`config.mk`:
```
export PLATFORM = sky130hd
export DESIGN_NAME = cntry_car_detector
export DESIGN_NICKNAME = d
export VERILOG_FILES = /design/src/rtl/cntry_car_detector.sv
export SDC_FILE = /design/constraint.sdc
export NUM_CORES = 1
export LEC_CHECK = 0
export ABC_CLOCK_PERIOD_IN_PS = 2700
export CORE_UTILIZATION = 43
export CTS_CLUSTER_DIAMETER = 50
export DETAILED_ROUTE_END_ITERATION = 10
export GPL_TIMING_DRIVEN = 0
export PLACE_DENSITY = 0.68
export SKIP_CTS_REPAIR_TIMING = 1
export SLEW_MARGIN = 20
export SYNTH_ARGS = -nofsm -noshare
export SYNTH_HDL_FRONTEND = slang
export SYNTH_SLANG_ARGS = --single-unit
```
`constraint.sdc`:
```
create_clock -name clock -period 2.7 [get_ports clock]
set_input_delay 0.54 -clock clock [delete_from_list [all_inputs] [get_ports clock]]
set_output_delay 0.54 -clock clock [all_outputs]
set_load 0.01 [all_outputs]
```
`src/rtl/cntry_car_detector.sv`:
```
// Country-road loop front end: synchronises and debounces the loop sensor, counts waiting cars, drives X.
// Optional stuck-loop detection is enabled by defining STUCK_DETECT_EN.
module cntry_car_detector #(
    parameter int DEB_CYCLES   = 16,
    parameter int CNT_W        = 4,
    parameter int STUCK_CYCLES = 1024
) (
    input  logic             clock,
    input  logic             clear_n,
    input  logic             loop_raw,
    input  logic             depart_pulse,
    input  logic             cntry_green,
    output logic             X,
    output logic [CNT_W-1:0] car_count,
    output logic             overflow,
    output logic             sensor_fault
);

    localparam int DEB_W = (DEB_CYCLES > 1) ? $clog2(DEB_CYCLES) : 1;
    localparam logic [DEB_W-1:0] DEB_LAST = DEB_W'(DEB_CYCLES - 1);
    localparam logic [CNT_W-1:0] CNT_MAX  = '1;

    typedef enum logic [1:0] {IDLE, QUAL, OCCUPIED, RELEASE} state_t;

    state_t           state;
    logic [DEB_W-1:0] deb_cnt;
    logic             sync1;
    logic             loop_s;
    logic             arrival;
    logic             dep;
    logic             ovf_set;
    logic [CNT_W-1:0] count_next;

    always_ff @(posedge clock or negedge clear_n) begin
        if (!clear_n) begin
            sync1  <= 1'b0;
            loop_s <= 1'b0;
        end else begin
            sync1  <= loop_raw;
            loop_s <= sync1;
        end
    end

    // Debounce FSM; the arrival fires on the same edge that enters OCCUPIED.
    always_ff @(posedge clock or negedge clear_n) begin
        if (!clear_n) begin
            state   <= IDLE;
            deb_cnt <= '0;
        end else begin
            case (state)
                IDLE: begin
                    if (loop_s) state <= QUAL;
                    deb_cnt <= '0;
                end
                QUAL: begin
                    if (!loop_s) begin
                        state   <= IDLE;
                        deb_cnt <= '0;
                    end else if (deb_cnt == DEB_LAST) begin
                        state   <= OCCUPIED;
                        deb_cnt <= '0;
                    end else begin
                        deb_cnt <= deb_cnt + 1'b1;
                    end
                end
                OCCUPIED: begin
                    if (!loop_s) state <= RELEASE;
                    deb_cnt <= '0;
                end
                RELEASE: begin
                    if (loop_s) begin
                        state   <= OCCUPIED;
                        deb_cnt <= '0;
                    end else if (deb_cnt == DEB_LAST) begin
                        state   <= IDLE;
                        deb_cnt <= '0;
                    end else begin
                        deb_cnt <= deb_cnt + 1'b1;
                    end
                end
                default: begin
                    state   <= IDLE;
                    deb_cnt <= '0;
                end
            endcase
        end
    end

    assign arrival = (state == QUAL) && loop_s && (deb_cnt == DEB_LAST);
    assign dep     = depart_pulse && cntry_green && (car_count != '0);

`ifdef STUCK_DETECT_EN
    localparam int ST_W = (STUCK_CYCLES > 1) ? $clog2(STUCK_CYCLES) : 1;
    localparam logic [ST_W-1:0] STUCK_LAST = ST_W'(STUCK_CYCLES - 1);

    logic [ST_W-1:0] stuck_cnt;
    logic            stuck_hit;

    assign stuck_hit = (state == OCCUPIED) && (stuck_cnt == STUCK_LAST);

    always_ff @(posedge clock or negedge clear_n) begin
        if (!clear_n) begin
            stuck_cnt    <= '0;
            sensor_fault <= 1'b0;
        end else if (state == OCCUPIED) begin
            if (stuck_hit) sensor_fault <= 1'b1;
            else           stuck_cnt    <= stuck_cnt + 1'b1;
        end else begin
            stuck_cnt <= '0;
        end
    end
`else
    assign sensor_fault = 1'b0;
`endif

    // A simultaneous arrival and departure cancel; a lost arrival at saturation sets overflow.
    always_comb begin
        count_next = car_count;
        ovf_set    = 1'b0;
        if (arrival && !dep) begin
            if (car_count == CNT_MAX) ovf_set    = 1'b1;
            else                      count_next = car_count + 1'b1;
        end else if (dep && !arrival) begin
            count_next = car_count - 1'b1;
        end
`ifdef STUCK_DETECT_EN
        if ((sensor_fault || stuck_hit) && (count_next == '0))
            count_next = CNT_W'(1);
`endif
    end

    always_ff @(posedge clock or negedge clear_n) begin
        if (!clear_n) begin
            car_count <= '0;
            overflow  <= 1'b0;
        end else begin
            car_count <= count_next;
            if (ovf_set) overflow <= 1'b1;
        end
    end

    assign X = (car_count != '0);

endmodule

```
==> results.sh, run 1 <==
export IMPL_outcome="finished, final reports clean"
export IMPL_die_area_um2=1670
export IMPL_relSlewSlack_pct=61.5
export IMPL_cp_arrival_ps=2710
export IMPL_via_per_inst=5.38
export IMPL_gp_congestion=0.694
export IMPL_drv_cap=0
export IMPL_hold_path_endpoint="loop_s"
export IMPL_post_route_period_util_pct=92.7
export IMPL_cpMaxStageDelayCell="or4_4"
export IMPL_cp_startpoint="car_count[0]"
export IMPL_grt_max_degree=14
export IMPL_port_buffers=10
export IMPL_hold_path_class="flop to flop"
export IMPL_ir_worst_vdd_v=0.000278
export IMPL_htreeDepth=1
export IMPL_setup_viol=0
export IMPL_worstHoldStart="sync1"
export IMPL_cts_buffer_depth=2
export IMPL_fp_row_count=13
export IMPL_core_area_um2=1350
export IMPL_finalClockSkew_ps=6.48
export IMPL_drv_slew=0
export IMPL_cts_sinks=13
export IMPL_yosysWarnings=0
export IMPL_dp_hpwl_um=750
export IMPL_hold_depth=0
export IMPL_critPathBufInv=1
export IMPL_crit_chain="or4_4 -> a311oi_4 -> inv_2 -> ha_1 -> nand3_1 -> and2_1 -> a22oi_1 -> xnor2_1"
export IMPL_n_antenna_cell=0
export IMPL_io_pins=12
export IMPL_reg2reg_from="car_count[0]"
export IMPL_track_usage_pct=14.6
export IMPL_wl_mm=1.00
export IMPL_rsz0062_at_grt="no"
export IMPL_place_inst=76
export IMPL_p_per_area_nw_per_um2=423
export IMPL_layoutNonFillerInstCount=81
export IMPL_start_util_pct=48.0
export IMPL_drc=0
export IMPL_cts_tree="built"
export IMPL_power_mw=0.339
export IMPL_ys_seq_area_share_pct=50.2
export IMPL_synth_area_top_cells="dfrtp_1 (50%), ha_1 (5.8%), a311oi_4 (4.1%), xnor2_1 (4.1%), mux2_1 (3.5%)"
export IMPL_yosys_area_top_type="dfrtp_1"
export IMPL_fmax_ghz=0.400
export IMPL_leakage_nw=0.341
export IMPL_wl_per_cell_um=12.4
export IMPL_grt_overflow=0
export IMPL_cp_top_family="simple AND/OR/NAND/NOR gates"
export IMPL_end_kind="flop"
export IMPL_cp_start_kind="flop"
export IMPL_dieWidth_um=40.8
export IMPL_r2r_cells=8
export IMPL_yosys_cell_types_count=28
export IMPL_syn_to_final_growth_pct=23.9
export IMPL_clkSlewWorstSetupHoldPaths_ps=90
export IMPL_die_y_um=40.8
export IMPL_numCtsBuffers=3
export IMPL_avgSynthCellArea_um2=12.7
export IMPL_syn_nets=60
export IMPL_grt_pass1_wl_mm=1.55
export IMPL_grt_pass1_vias=385
export IMPL_drtIter0Drc=2
export IMPL_yosysTopAreaCellShare_pct=50.2
export IMPL_ant_nets=0
export IMPL_fin_setup_tns_ps=0
export IMPL_netlist_area_um2=648
export IMPL_timing_rr_end="car_count[3]"
export IMPL_insertion_delay_ps=270
export IMPL_path_max_fanout=6
export IMPL_r2r_slack_ps=200
export IMPL_dr_pass1_iters=2
export IMPL_cp_required_ps=2910
export IMPL_nets=76
export IMPL_tightest_slew_ps=576
export IMPL_min_period_ps=2500
export IMPL_clockRootBuffer="clkbuf_4"
export IMPL_syn_inst=51
export IMPL_path_class="flop to flop"
export IMPL_hold_viol_final=0
export IMPL_slowest_delay_ps=580
export IMPL_vias=436
export IMPL_synth_seq_cells=13
export IMPL_drive_above_1_share_pct=18.2
export IMPL_antenna_found_initial=0
==> cells by family (layout without fill, tap and decap cells) <==
logic type / count (synthesis) / count (layout) / synth area share, %
DFF: 13 / 13 / 50.2
AOI/OAI and AO/OA: 11 / 11 / 15.1
and+or+nand+nor: 11 / 11 / 11.0
xor gates and xnor gates: 5 / 5 / 6.76
adders and majority gates: 4 / 4 / 8.88
muxes: 3 / 3 / 5.21
buffers and inverters: 3 / 18 / 2.32
other: 1 / 1 / 0.579
==> cells in the mapped netlist, drive strengths merged <==
master   n
buf      1
o21bai   1
nand4    2
a21boi   1
inv      2
ha       3
xor2     2
nor2     1
and3     1
fa       1
mux2     3
and2     2
nand4b   1
or2b     1
dfrtp   13
xnor2    3
a311oi   2
a21oi    4
o21ai    1
conb     1
o2111a   1
or4      1
nand2    1
nand3    1
a22oi    1
==> metrics by stage <==
| stage | setup WS, ps | hold WS [ps] | util (%) | cell area [µm²] |
|---|---|---|---|---|
| global placement | 82.4 | 337 | 56.8 | 767 |
| global route | 18.4 | 365 | 59.5 | 803 |
| CTS | 58.8 | 364 | 58.9 | 795 |
| finish | 197 | 360 | 59.5 | 803 |
| detailed placement | 89.8 | 343 | 56.8 | 767 |
| floorplan | 190 | 244 | - | 648 |
==> worst reg2reg max path, cell delays in order, from the launching register on <==
cell and delay [ps]:
dfrtp_2 460, or4_4 580, a311oi_4 330, inv_2 110, ha_1 350, nand3_1 100, and2_1 150, a22oi_1 210
xnor2_1 140
==> worst max path at each step <==
stage / endpoint / cells past startpoint
2_1_floorplan: car_count[3] / 8
3_3_place_gp: car_count[3] / 8
3_5_place_dp: car_count[3] / 8
4_1_cts: car_count[3] / 8
5_1_grt: car_count[3] / 8
6_report: car_count[3] / 8
==> per-layer routing <==
| metal | share of wire, % | global-route usage [%] |
|---|---|---|
| met5 | 0 | 0 |
| met4 | 0 | 5.00 |
| met3 | 5.4 | 6.52 |
| met2 | 43 | 21.1 |
| met1 | 52 | 19.2 |
==> power breakdown <==
part | internal, mW | switching, mW | total [mW] | leakage [nW]
Sequential | 0.198 | 0.00264 | 0.201 | 0.167
Clock | 0.0548 | 0.0661 | 0.121 | 0.0177
Combinational | 0.00868 | 0.00897 | 0.0177 | 0.157
Total | 0.262 | 0.0777 | 0.339 | 0.341
==> layout make-up <==
cell class | instances | area (µm²)
plain buffers | 1 | 7.51
clock buffers | 3 | 22.5
clock inverters | 1 | 5.00
fillers | 115 | 547
inverters | 2 | 7.51
multi-input cells | 35 | 308
flip-flops and latches | 13 | 327
well taps | 15 | 18.8
repair buffers | 11 | 108
==> registers in the layout (all words and copies together), names as in the netlist, named ones only <==
signal,flops
loop_s,1
overflow,1
deb_cnt,4
state,1
car_count,4
sync1,1
==> placed cells by master (no fill, tap or decap), types with 2 or more instances in the layout <==
cell type and n:
dfrtp_1 12, clkdlybuf4s50_1 10, a21oi_1 3, xnor2_1 3, ha_1 3, clkbuf_4 3
nand4_1 2, xor2_1 2, mux2_1 2, and2_1 2, buf_4 2
No activity file was read; power rests on OpenSTA's default activity.
==> run 2, diff against run 1 <==
MAX_ROUTING_LAYER = met4   (was unset)
==> results of run 2 <==
Final layout, timing and power as in run 1 (identical DEF).
Among the figures that moved: final weighted congestion in routability-driven placement 0.694 -> 0.701; overall routing resource usage 14.6% -> 15.0%
==> run 3, diff against run 2 <==
ABC_CLOCK_PERIOD_IN_PS = unset   (was 2700)
RECOVER_POWER = 50   (was unset)
==> run 3 against run 2 <==
Against the previous run:
- sequential share of layout area is the same
- non-clock buffer count is the same
- clock-buffer cell count is the same
- final cell count is the same
- fmax is the same
- core utilization is the same
- worst setup slack is the same
- largest power group unchanged
==> results.sh, run 3 (synthesis gave the netlist of run 1 again) <==
export IMPL_outcome="finished, final reports clean"
export IMPL_end_kind="flop"
export IMPL_timing_rr_end="car_count[3]"
export IMPL_hold_path_endpoint="loop_s"
export IMPL_layout_common_cells="dfrtp_1 (12), clkdlybuf4s50_1 (8)"
export IMPL_io_pins=12
export IMPL_post_route_period_util_pct=92.7
export IMPL_drv_slew=0
export IMPL_leakage_nw=0.342
export IMPL_vias=436
export IMPL_relSlewSlack_pct=61.1
export IMPL_wl_met3_um=54
export IMPL_wl_met1_um=517
export IMPL_final_common_cell="dfrtp_1"
export IMPL_via_per_inst=5.38
export IMPL_ant_nets=0
export IMPL_ir_worst_vdd_v=0.000278
export IMPL_grt_max_degree=14
export IMPL_n_antenna_cell=0
export IMPL_cp_arrival_ps=2710
export IMPL_setup_slack_ps=197
export IMPL_hold_path_class="flop to flop"
export IMPL_min_period_ps=2500
export IMPL_dieWidth_um=40.8
export IMPL_critPathBufInv=1
export IMPL_fillers=115
export IMPL_rsz0062_at_grt="no"
export IMPL_antenna_found_initial=0
export IMPL_reg2reg_from="car_count[0]"
export IMPL_grt_overflow=0
export IMPL_syn_to_final_growth_pct=23.9
export IMPL_track_usage_pct=15.0
export IMPL_clkSlewWorstSetupHoldPaths_ps=90
export IMPL_cts_tree="built"
export IMPL_finalClockSkew_ps=6.48
export IMPL_gp_congestion=0.701
export IMPL_pwr_share_clk_pct=35.7
export IMPL_cp_start_kind="flop"
export IMPL_wl_per_cell_um=12.4
export IMPL_cpMaxStageDelayCell="or4_4"
export IMPL_fin_setup_tns_ps=0
export IMPL_r2r_slack_ps=200
export IMPL_tightest_slew_ps=582
export IMPL_drive_above_1_share_pct=18.2
export IMPL_clockRootBuffer="clkbuf_4"
export IMPL_slowest_delay_ps=580
export IMPL_core_area_um2=1350
export IMPL_top_layer_used="met3"
export IMPL_hold_viol_final=0
export IMPL_htreeDepth=1
export IMPL_cts_sinks=13
export IMPL_grt_pass1_wl_mm=1.55
export IMPL_fmax_ghz=0.400
export IMPL_drc=0
export IMPL_grt_pass1_vias=385
export IMPL_path_class="flop to flop"
export IMPL_cp_top_family="simple AND/OR/NAND/NOR gates"
export IMPL_insertion_delay_ps=270
export IMPL_die_y_um=40.8
export IMPL_wl_met2_um=430
export IMPL_p_per_area_nw_per_um2=422
export IMPL_dp_hpwl_um=750
export IMPL_path_max_fanout=6
export IMPL_drtIter0Drc=2
export IMPL_start_util_pct=48.0
export IMPL_port_buffers=10
export IMPL_hold_depth=0
export IMPL_crit_chain="or4_4 -> a311oi_4 -> inv_2 -> ha_1 -> nand3_1 -> and2_1 -> a22oi_1 -> xnor2_1"
export IMPL_drv_cap=0
export IMPL_die_area_um2=1670
export IMPL_p_int_mw=0.261
export IMPL_post_place_ws_ps=89.8
export IMPL_wl_mm=1.00
export IMPL_nets=76
export IMPL_power_frac_seq_pct=59.3
export IMPL_dr_pass1_iters=2
export IMPL_power_frac_comb_pct=5.0
export IMPL_regArea_um2=327
export IMPL_r2r_cells=8
export IMPL_multi_input_area_um2=308
export IMPL_netSwitchingPower_mw=0.0777
export IMPL_cp_required_ps=2910
export IMPL_p_sw_share_pct=22.9
export IMPL_fp_row_count=13
export IMPL_worstHoldStart="sync1"
export IMPL_reg_top3="car_count (4), deb_cnt (4)"
export IMPL_setup_viol=0
export IMPL_numCtsBuffers=3
export IMPL_cts_buffer_depth=2
## run 3: cell types whose count changed in the layout (fill, tap and decap cells not counted), sizes merged
cell and delta:
dlygate4sd3 +2, clkdlybuf4s50 -2
## run 3: cell type report
cell class / count / area share [%]
Clock inverter: 1 / 0.623
Buffer: 1 / 0.935
Multi-Input combinational cell: 35 / 38.3
Clock buffer: 3 / 2.80
Inverter: 2 / 0.935
Sequential cell: 13 / 40.7
Tap cell: 15 / 2.34
Timing Repair Buffer: 11 / 13.4
## run 3: stage by stage
step	hold WS (ps)	instances	cell area, µm²	power (mW)	util [%]
floorplan	244	51	648	0.211	-
global placement	337	76	767	0.223	56.8
detailed placement	343	76	767	0.223	56.8
CTS	364	80	795	0.343	58.9
global route	365	81	803	0.357	59.5
finish	360	81	803	0.339	59.5
## run 3: layer usage
layer / vias to the layer above / global-route usage, %
li1: 215 / -
met1: 210 / 19.2
met2: 11 / 21.1
met3: 0 / 6.52
met4: 0 / 5.00
met5: - / -
## run 3: worst max-delay path by stage
stage                 startpoint            to  slack [ps]  cells after the start
finish              car_count[0]  car_count[3]         200                      8
floorplan           car_count[0]  car_count[3]         190                      8
detailed placement  car_count[0]  car_count[3]          90                      8
global route        car_count[0]  car_count[3]          20                      8
global placement    car_count[0]  car_count[3]          80                      8
CTS                 car_count[0]  car_count[3]          60                      8
## run 3: power groups by stage
stage,combinational (mW),clock (mW),sequential (mW)
5_1_grt,0.0197,0.136,0.201
4_1_cts,0.0183,0.124,0.201
3_5_place_dp,0.0181,0,0.205
6_report,0.0171,0.121,0.201
3_3_place_gp,0.0179,0,0.205
2_1_floorplan,0.00655,0,0.204
## run 3: worst register-to-register path: cells and delay by family (launching register included)
kind,cells,cell delay (ps)
AND/OR/NAND/NOR,3,830
AO/OA/AOI/OAI,2,540
flip-flops,1,460
adder cells (fa/ha/maj),1,350
XOR/XNOR,1,140
buffers and inverters,1,110
